<file path="config.mk">
export PLATFORM = sky130hd
export DESIGN_NAME = player_marker_draw
export DESIGN_NICKNAME = d
export VERILOG_FILES = /design/src/rtl/player_marker_draw.sv
export SDC_FILE = /design/constraint.sdc
export NUM_CORES = 1
export LEC_CHECK = 0
export ABC_AREA = 0
export BUFFER_PORTS_ARGS = -buffer_cell sky130_fd_sc_hd__clkbuf_2
export CAP_MARGIN = 15
export CORE_ASPECT_RATIO = 1.75
export CORE_MARGIN = 5
export CORE_UTILIZATION = 45
export CTS_CLUSTER_SIZE = 10
export DETAILED_ROUTE_END_ITERATION = 16
export HOLD_SLACK_MARGIN = 0.1
export PLACE_DENSITY_LB_ADDON = 0.15
export RECOVER_POWER = 25
export SYNTH_ARGS = -nofsm -noshare
export SYNTH_HDL_FRONTEND = slang
export SYNTH_SLANG_ARGS = --single-unit
</file>
<file path="constraint.sdc">
create_clock -name CLOCK_50 -period 5.71 [get_ports CLOCK_50]
set_input_delay 1.4275 -clock CLOCK_50 [delete_from_list [all_inputs] [get_ports CLOCK_50]]
set_output_delay 1.4275 -clock CLOCK_50 [all_outputs]
set_load 0.01 [all_outputs]
</file>
<file path="src/rtl/player_marker_draw.sv">
// rtl/player_marker_draw.sv - erase/redraw player marker square into the VGA adapter (optional heading pixel: PLAYER_HEADING_EN)
module player_marker_draw #(
    parameter int                 COLOR_W     = 9,
    parameter int                 SIZE        = 4,
    parameter int                 SCALE_SHIFT = 1,
    parameter logic [9:0]         X_OFFSET    = 10'd0,
    parameter logic [8:0]         Y_OFFSET    = 9'd0,
    parameter logic [COLOR_W-1:0] FG_COLOR    = '1,
    parameter logic [COLOR_W-1:0] BG_COLOR    = '0,
    parameter logic [COLOR_W-1:0] HEAD_COLOR  = COLOR_W'(9'b111000000)
) (
    input  logic               CLOCK_50,
    input  logic               resetn,
    input  logic [15:0]        x_position,
    input  logic [15:0]        y_position,
    input  logic [8:0]         angle,
    input  logic               enable,
    output logic [9:0]         vga_x,
    output logic [8:0]         vga_y,
    output logic [COLOR_W-1:0] vga_color,
    output logic               vga_write,
    output logic               busy,
    output logic               frame_done
);

    localparam int             L        = $clog2(SIZE);
    localparam int             CW       = 2 * L + 1;
    localparam logic [CW-1:0]  NUM_PIX  = CW'(SIZE * SIZE);
    localparam logic [CW-1:0]  LAST_PIX = CW'(SIZE * SIZE - 1);

`ifdef PLAYER_HEADING_EN
    typedef enum logic [2:0] {IDLE, LATCH, ERASE, DRAW, HEAD} state_t;
`else
    typedef enum logic [2:0] {IDLE, LATCH, ERASE, DRAW} state_t;
`endif

    state_t        state;
    logic          first_draw;
    logic [7:0]    last_xi, last_yi;
    logic [7:0]    lat_xi, lat_yi;
    logic [10:0]   old_ox, new_ox;
    logic [9:0]    old_oy, new_oy;
    logic [CW-1:0] cnt;

    logic [10:0]        calc_ox;
    logic [9:0]         calc_oy;
    logic               trigger;
    logic               seq_end;
    logic               emit_en;
    logic [10:0]        emit_ox;
    logic [9:0]         emit_oy;
    logic [4:0]         emit_dx, emit_dy;
    logic [COLOR_W-1:0] emit_color;
    logic [10:0]        emit_x;
    logic [9:0]         emit_y;

`ifdef PLAYER_HEADING_EN
    localparam logic [4:0] S_M1 = 5'(SIZE - 1);
    localparam logic [4:0] S_H  = 5'(SIZE / 2);
    logic [2:0] cur_oct, lat_oct, last_oct;
    logic [4:0] head_dx, head_dy;
    logic       unused_bits;
    assign unused_bits = ^{x_position[7:0], y_position[7:0]};

    // Heading octant; out-of-range angles fall back to octant 0
    always_comb begin
        cur_oct = 3'd0;
        if      (angle >= 9'd360) cur_oct = 3'd0;
        else if (angle >= 9'd315) cur_oct = 3'd7;
        else if (angle >= 9'd270) cur_oct = 3'd6;
        else if (angle >= 9'd225) cur_oct = 3'd5;
        else if (angle >= 9'd180) cur_oct = 3'd4;
        else if (angle >= 9'd135) cur_oct = 3'd3;
        else if (angle >= 9'd90)  cur_oct = 3'd2;
        else if (angle >= 9'd45)  cur_oct = 3'd1;
    end

    // Heading pixel offset inside the square, y grows downward
    always_comb begin
        head_dx = 5'd0;
        head_dy = 5'd0;
        case (lat_oct)
            3'd0: begin head_dx = S_M1; head_dy = S_H;  end
            3'd1: begin head_dx = S_M1; head_dy = 5'd0; end
            3'd2: begin head_dx = S_H;  head_dy = 5'd0; end
            3'd3: begin head_dx = 5'd0; head_dy = 5'd0; end
            3'd4: begin head_dx = 5'd0; head_dy = S_H;  end
            3'd5: begin head_dx = 5'd0; head_dy = S_M1; end
            3'd6: begin head_dx = S_H;  head_dy = S_M1; end
            default: begin head_dx = S_M1; head_dy = S_M1; end
        endcase
    end

    assign trigger = enable && (first_draw || x_position[15:8] != last_xi ||
                     y_position[15:8] != last_yi || cur_oct != last_oct);
    assign seq_end = (state == HEAD);
`else
    logic unused_bits;
    assign unused_bits = ^{x_position[7:0], y_position[7:0], angle};
    assign trigger = enable && (first_draw || x_position[15:8] != last_xi ||
                     y_position[15:8] != last_yi);
    assign seq_end = (state == DRAW) && (cnt == NUM_PIX);
`endif

    assign calc_ox = {1'b0, X_OFFSET} + (11'(lat_xi) << SCALE_SHIFT);
    assign calc_oy = {1'b0, Y_OFFSET} + (10'(lat_yi) << SCALE_SHIFT);

    // Select the pixel to present next; LATCH emits pixel 0 so ERASE/DRAW run gap-free
    always_comb begin
        emit_en    = 1'b0;
        emit_ox    = new_ox;
        emit_oy    = new_oy;
        emit_dx    = 5'(cnt[L-1:0]);
        emit_dy    = 5'(cnt[2*L-1:L]);
        emit_color = FG_COLOR;
        case (state)
            LATCH: begin
                emit_en = 1'b1;
                emit_dx = 5'd0;
                emit_dy = 5'd0;
                if (first_draw) begin
                    emit_ox = calc_ox;
                    emit_oy = calc_oy;
                end else begin
                    emit_color = BG_COLOR;
                end
            end
            ERASE: begin
                emit_en    = 1'b1;
                emit_ox    = old_ox;
                emit_oy    = old_oy;
                emit_color = BG_COLOR;
            end
            DRAW: begin
                if (cnt != NUM_PIX) begin
                    emit_en = 1'b1;
                end
`ifdef PLAYER_HEADING_EN
                else begin
                    emit_en    = 1'b1;
                    emit_dx    = head_dx;
                    emit_dy    = head_dy;
                    emit_color = HEAD_COLOR;
                end
`endif
            end
            default: ;
        endcase
        emit_x = emit_ox + 11'(emit_dx);
        emit_y = emit_oy + 10'(emit_dy);
    end

    // Sequencer and registered pixel outputs
    always_ff @(posedge CLOCK_50) begin
        if (!resetn) begin
            state      <= IDLE;
            first_draw <= 1'b1;
            last_xi    <= 8'd0;
            last_yi    <= 8'd0;
            lat_xi     <= 8'd0;
            lat_yi     <= 8'd0;
            old_ox     <= 11'd0;
            old_oy     <= 10'd0;
            new_ox     <= 11'd0;
            new_oy     <= 10'd0;
            cnt        <= '0;
            vga_x      <= 10'd0;
            vga_y      <= 9'd0;
            vga_color  <= '0;
            vga_write  <= 1'b0;
            busy       <= 1'b0;
            frame_done <= 1'b0;
`ifdef PLAYER_HEADING_EN
            lat_oct    <= 3'd0;
            last_oct   <= 3'd0;
`endif
        end else begin
            frame_done <= 1'b0;
            if (emit_en) begin
                vga_x     <= emit_x[9:0];
                vga_y     <= emit_y[8:0];
                vga_color <= emit_color;
                vga_write <= (emit_x < 11'd640) && (emit_y < 10'd480);
            end else begin
                vga_write <= 1'b0;
            end
            case (state)
                IDLE: begin
                    if (trigger) begin
                        lat_xi <= x_position[15:8];
                        lat_yi <= y_position[15:8];
`ifdef PLAYER_HEADING_EN
                        lat_oct <= cur_oct;
`endif
                        busy   <= 1'b1;
                        state  <= LATCH;
                    end
                end
                LATCH: begin
                    old_ox  <= new_ox;
                    old_oy  <= new_oy;
                    new_ox  <= calc_ox;
                    new_oy  <= calc_oy;
                    last_xi <= lat_xi;
                    last_yi <= lat_yi;
`ifdef PLAYER_HEADING_EN
                    last_oct <= lat_oct;
`endif
                    cnt     <= CW'(1);
                    state   <= first_draw ? DRAW : ERASE;
                end
                ERASE: begin
                    if (cnt == LAST_PIX) begin
                        cnt   <= '0;
                        state <= DRAW;
                    end else begin
                        cnt <= cnt + CW'(1);
                    end
                end
                DRAW: begin
                    if (cnt != NUM_PIX) begin
                        cnt <= cnt + CW'(1);
                    end
`ifdef PLAYER_HEADING_EN
                    else begin
                        state <= HEAD;
                    end
`endif
                end
                default: ;
            endcase
            if (seq_end) begin
                state      <= IDLE;
                busy       <= 1'b0;
                frame_done <= 1'b1;
                first_draw <= 1'b0;
            end
        end
    end

endmodule
</file>
=== Word-level counts from Yosys, hierarchy flattened ===
Cells that the tools add are included.

* $lt $le $gt $ge: 2
* Equal/unequal tests: 11
* Bitwise gates (word level): 1
* Multiplexer cells: 18
* Reduce and logical (&&, ||, !) cells: 14
* Add/subtract/negate cells: 3

{| class="wikitable"
|+ Operator list
! operator !! number
|-
| $pmux W9 S2 || 3
|-
| $mux W9 || 3
|-
| $ne A8 B8 Y1 || 2
|-
| $pmux W5 S3 || 1
|-
| $add A11 B5 Y11 || 1
|-
| $lt A11 B10 Y1 const B || 1
|-
| $add A10 B5 Y10 || 1
|-
| $lt A10 B9 Y1 const B || 1
|-
| $mux W5 || 2
|-
| $pmux W3 S3 || 1
|-
| $eq A3 B2 Y1 const B || 2
|-
| $mux W3 || 2
|-
| $reduce_and A2 Y1 || 3
|-
| $reduce_bool A3 Y1 || 2
|-
| $add A5 B1 Y5 const B || 1
|-
| $eq A5 B4 Y1 const B || 1
|-
| $eq A5 B5 Y1 const B || 1
|-
| $ne A5 B5 Y1 const B || 1
|-
| $mux W2 || 2
|-
| $ne A2 B2 Y1 const B || 2
|-
| $reduce_or A2 Y1 || 2
|-
| $eq A3 B1 Y1 const B || 1
|-
| $logic_and A1 B1 Y1 || 3
|-
| $logic_not A3 Y1 || 1
|-
| 6 further kinds || 9
|}

* Logic and storage cells: 64
* Output and inout port bits: 31
* Bits of input ports: 44
* Register bits after elaboration: 88

=== Logic depth before layout (Yosys ltp) ===
* Word-level depth: 6
* Gate-level depth with buffers: 13
* Gate-level depth less buffers: 11

=== Least setup slack after synthesis ===
No wires, ideal clock.

* Kind: input port to flip-flop
* Start: input port x_position[10]
* End: register lat_xi[0]
* Cell stages on the path: 8
* Arrival time: 2781 ps
* Slack: 2802 ps
* Buffers on the path: 2
* Library setup time: 128 ps
* Required time: 5582 ps
* Path through: xor2_1 nor4_1 nand2_1 o311ai_1 buf_4 buf_6 mux2i_1 nor2_1

* Longest elaborated chain between the ends: 5

{| class="wikitable"
|+ Ends and longest elaborated chain
! what !! line !! text
|-
| start, declared || 14 || <nowiki>input logic [15:0] x_position,</nowiki>
|-
| $ne A8 B8 Y1 || 100 || <nowiki>assign trigger = enable && (first_draw || x_position[15:8] != last_xi ||</nowiki>
|-
| $logic_or A1 B1 Y1 (2 in series) || 100 ||
|-
| $logic_and A1 B1 Y1 || 100 ||
|-
| $reduce_and A2 Y1 (no source line) || - ||
|-
| end signal, assigned || 190 || <nowiki>lat_xi <= x_position[15:8];</nowiki>
|-
| end, declared || 40 || <nowiki>logic [7:0] lat_xi, lat_yi;</nowiki>
|}

No other way between the ends.
A chain may end at the register's enable or synchronous reset.

==> impl_metrics.yaml <==
setup_path:
  cp.arrival_ns: 4.31
  path_max_fanout: 68
  r2r_setup_slack_ns: 2.45
  cp-start-kind: "primary input"
  cp_slowest_cell: "clkbuf_1"
  crit_type: "primary input to flop"
  reg2reg_to: "vga_y[7]$_SDFFE_PN0P_"
  crit_chain: "clkbuf_1 -> clkinv_1 -> clkbuf_1 -> or3_1 -> o311ai_1"
  rr_startpoint: "state[0]$_SDFFE_PP0P_"
  required_ns: 5.91
  reg2regPathDepth: 9
  crit_top_cell: "clkbuf_1"
  cp-end-kind: "flop"
  cp_slowest_stage_delay_ns: 2.14
timing:
  post-route-period-util_pct: 72.0
  fin_crit_ns: 4.11
  worst_slack_ns: 1.60
  max_freq_ghz: 0.243
  fin_setup_tns_ns: 0
  setup_viol: 0
  finalClockSkew_ns: 0.00650
  finalHoldViolCount: 0
  maxSlewViolCount: 69
  rsz0062_at_grt: "false"
  relSlewSlack_pct: -103
  tightestPinTransition_ns: 3.05
min_path:
  whs_path_depth: 2
  worstHoldPathType: "flop to flop"
  hp-start: "vga_y[7]$_SDFFE_PN0P_"
  hold_end: "vga_y[7]$_SDFFE_PN0P_"
placement:
  port_buffers: 49
  place_area_um2: 4250
  dp_cells: 587
  gp_congestion: 0.816
  dp_hpwl_mm: 6.61
  pre_cts_ws_ns: 2.32
run:
  drv_cap: 1
status:
  violations: "capacitance limit, slew limit"
  status: "complete, but fails checks"
grt:
  grt_start_max_net_pins: 69
  grt_overflow_total: 0
  grtUsageTotal_pct: 18.0
  grt_pass1_wl_mm: 15.3
  first_global_vias: 3082
  grt_antenna_before_repair: 0
logic_synthesis:
  synth-main-ff-cell: "dfxtp_1"
  synthMuxAreaShare_pct: 12.3
  syn-cell-area_um2: 4000
  synth_xor_area_share_pct: 5.47
  yosys.area_share.simple_pct: 17.9
  synth_adder_area_share_pct: 3.75
  synth_seq_area_share_pct: 39.5
  syn_nets: 507
  synth_area_leaders: "dfxtp_1, mux2i_1, nor2_1"
  synth_compound_area_share_pct: 15.1
  synth_top_area_cell: "dfxtp_1"
  synth_top_cell_area_share_pct: 39.5
  avgSynthCellArea_um2: 8.87
  synthCells: 451
  ys_ff_latch: 79
  ys_async_sr_fraction_pct: 0
  synth_top_family_by_area: "simple AND/OR/NAND/NOR gates"
  yosysUniqueCellTypes: 56
  synth_edf_count: 0
  ys_warn_count: 0
floorplan:
  core-area_um2: 8670
  rows: 45
  start_util_pct: 46.1
  die_w_um: 81.3
  die_y_um: 135
  die-area_um2: 11000
  ios: 75
detailed_routing:
  first_iter_violations: 171
  drc: 0
  firstDrtPassIters: 4
  via_per_inst: 5.45
  ant_nets: 0
  wl_mm: 9.32
  post_drt_wl_per_cell_um: 15.5
  num_vias: 3285
clock_tree:
  postCtsSetupRepairBufs: 0
  cts_root_buffer: "clkbuf_16"
  clk_latency_ns: 0.33
  h-tree-depth: 3
  cts_tree: "done"
  cts_made_buffers: 9
  clkSlewWorstSetupHoldPaths_ns: 0.06
  postCtsHoldBufs: 0
  cts_sinks: 79
  cts_buffer_depth: 2
  cts_resized: 0
final_layout:
  drive_above_1_share_pct: 11.5
  syn2layout_area_growth_pct: 12.7
  final_cells: 603
  nets: 537
  final_cell_area_um2: 4510
  seq_area_um2: 1580
  num_antenna_cells: 0
  final_util_pct: 52.0
  nFillCells: 869
  multiInputGateArea_um2: 2200
pwr:
  ir_worst_vdd_mv: 0.257
  p_leak_nw: 1.87
  power.density_nw_per_um2: 408
registers in the layout, summed over array words and instances (netlist names):
signal	cells
lat_yi	8
vga_color	1
old_oy	8
new_oy	8
old_ox	8
busy	1
vga_y	9
lat_xi	8
cnt	5
first_draw	1
vga_x	10
frame_done	1
new_ox	8
vga_write	1
state	2
metrics by stage:
step / power [W] / hold WS [ns]
floorplan: 0.00117 / 0.452
global placement: 0.00129 / 0.436
detailed placement: 0.00130 / 0.444
CTS: 0.00186 / 0.452
global route: 0.00195 / 0.459
finish: 0.00184 / 0.448
cells in the mapped netlist, types with 2 or more instances:
| cell | n |
|---|---|
| and3_1 | 7 |
| a31oi_1 | 2 |
| a32oi_1 | 8 |
| a21o_1 | 3 |
| xor2_1 | 17 |
| o311ai_1 | 2 |
| buf_1 | 3 |
| mux2i_1 | 49 |
| a21oi_1 | 24 |
| nor2_1 | 66 |
| o31a_1 | 3 |
| nand3_1 | 12 |
| nand4_1 | 2 |
| o211ai_1 | 2 |
| ha_1 | 12 |
| o21ai_1 | 2 |
| a311oi_1 | 2 |
| buf_6 | 2 |
| nand2b_1 | 3 |
| nor2b_1 | 2 |
| nor3_1 | 3 |
| a221o_1 | 5 |
| xnor2_1 | 8 |
| buf_2 | 5 |
| nor4_1 | 4 |
| nand2_1 | 41 |
| and4_1 | 2 |
| clkbuf_1 | 12 |
| dfxtp_1 | 79 |
| o21ai_0 | 7 |
| o221ai_1 | 2 |
| a22o_1 | 6 |
| o21ai_2 | 2 |
| inv_1 | 13 |
| nand3b_1 | 2 |
| or3_1 | 3 |
| o2bb2ai_1 | 3 |
| or2_1 | 2 |
| buf_4 | 12 |
report_power, final:
group          leakage [nW]  switching [W]  internal (W)
registers             0.641      0.0000575      0.000614
logic                  1.09       0.000391      0.000219
clock network         0.146       0.000212      0.000348
layout by cell type, fill, tap and decap left out, types with 3 or more instances in the layout:
cell type	count
nand2b_1	3
dfxtp_1	79
clkbuf_1	24
and3_1	7
o31a_1	3
clkbuf_16	9
nand2_1	41
a22o_1	6
ha_1	11
nor2_1	66
o2bb2ai_1	3
mux2i_1	49
clkbuf_2	28
nand3_1	12
nor4_1	4
xor2_1	17
a32oi_1	8
or3_1	3
a21oi_1	24
buf_4	3
o21ai_0	7
inv_1	12
xnor2_1	8
clkinv_2	3
nor3_1	3
a21o_1	3
a221o_1	5
kinds of logic (layout without fill, tap and decap cells):
kind of cell	Yosys count	count (layout)
adders and majority gates	12	12
buffers and inverters	47	82
muxes	49	49
DFF	79	79
and+or+nand+nor	156	156
AOI/OAI and AO/OA	83	83
xor gates and xnor gates	25	25
final cells by class:
cell class                 count  area share (%)
multi-input combinational    325            48.7
sequential                    79            35.1
inverter                      13            1.08
clock inverter                 4           0.999
clock buffer                  12            5.46
timing repair buffer          53            5.44
tap                          117            3.25
layer usage:
layer	wire length [µm]	track usage (%)	up-vias
met5	0	0	-
met4	133	6.11	0
met3	452	3.54	12
met2	4730	30.3	89
met1	4000	22.4	1532
li1	-	-	1652
worst max path at each step:
stage,from,to,cells after the start
CTS,state[0]$_SDFFE_PP0P_,vga_write$_SDFF_PN0_,8
finish,resetn,vga_x[8]$_SDFFE_PN0P_,5
floorplan,x_position[10],lat_xi[0]$_SDFFE_PN0P_,8
detailed placement,x_position[12],lat_yi[1]$_SDFFE_PN0P_,8
global placement,x_position[12],lat_xi[6]$_SDFFE_PN0P_,8
global route,resetn,vga_x[8]$_SDFFE_PN0P_,5
worst max-delay path, delay by kind of cell:
family	cells	cell delay [ns]
AO/OA/AOI/OAI	1	0.09
buffers and inverters	3	2.45
AND/OR/NAND/NOR	1	0.32
Power figures use the tool's default switching activity.
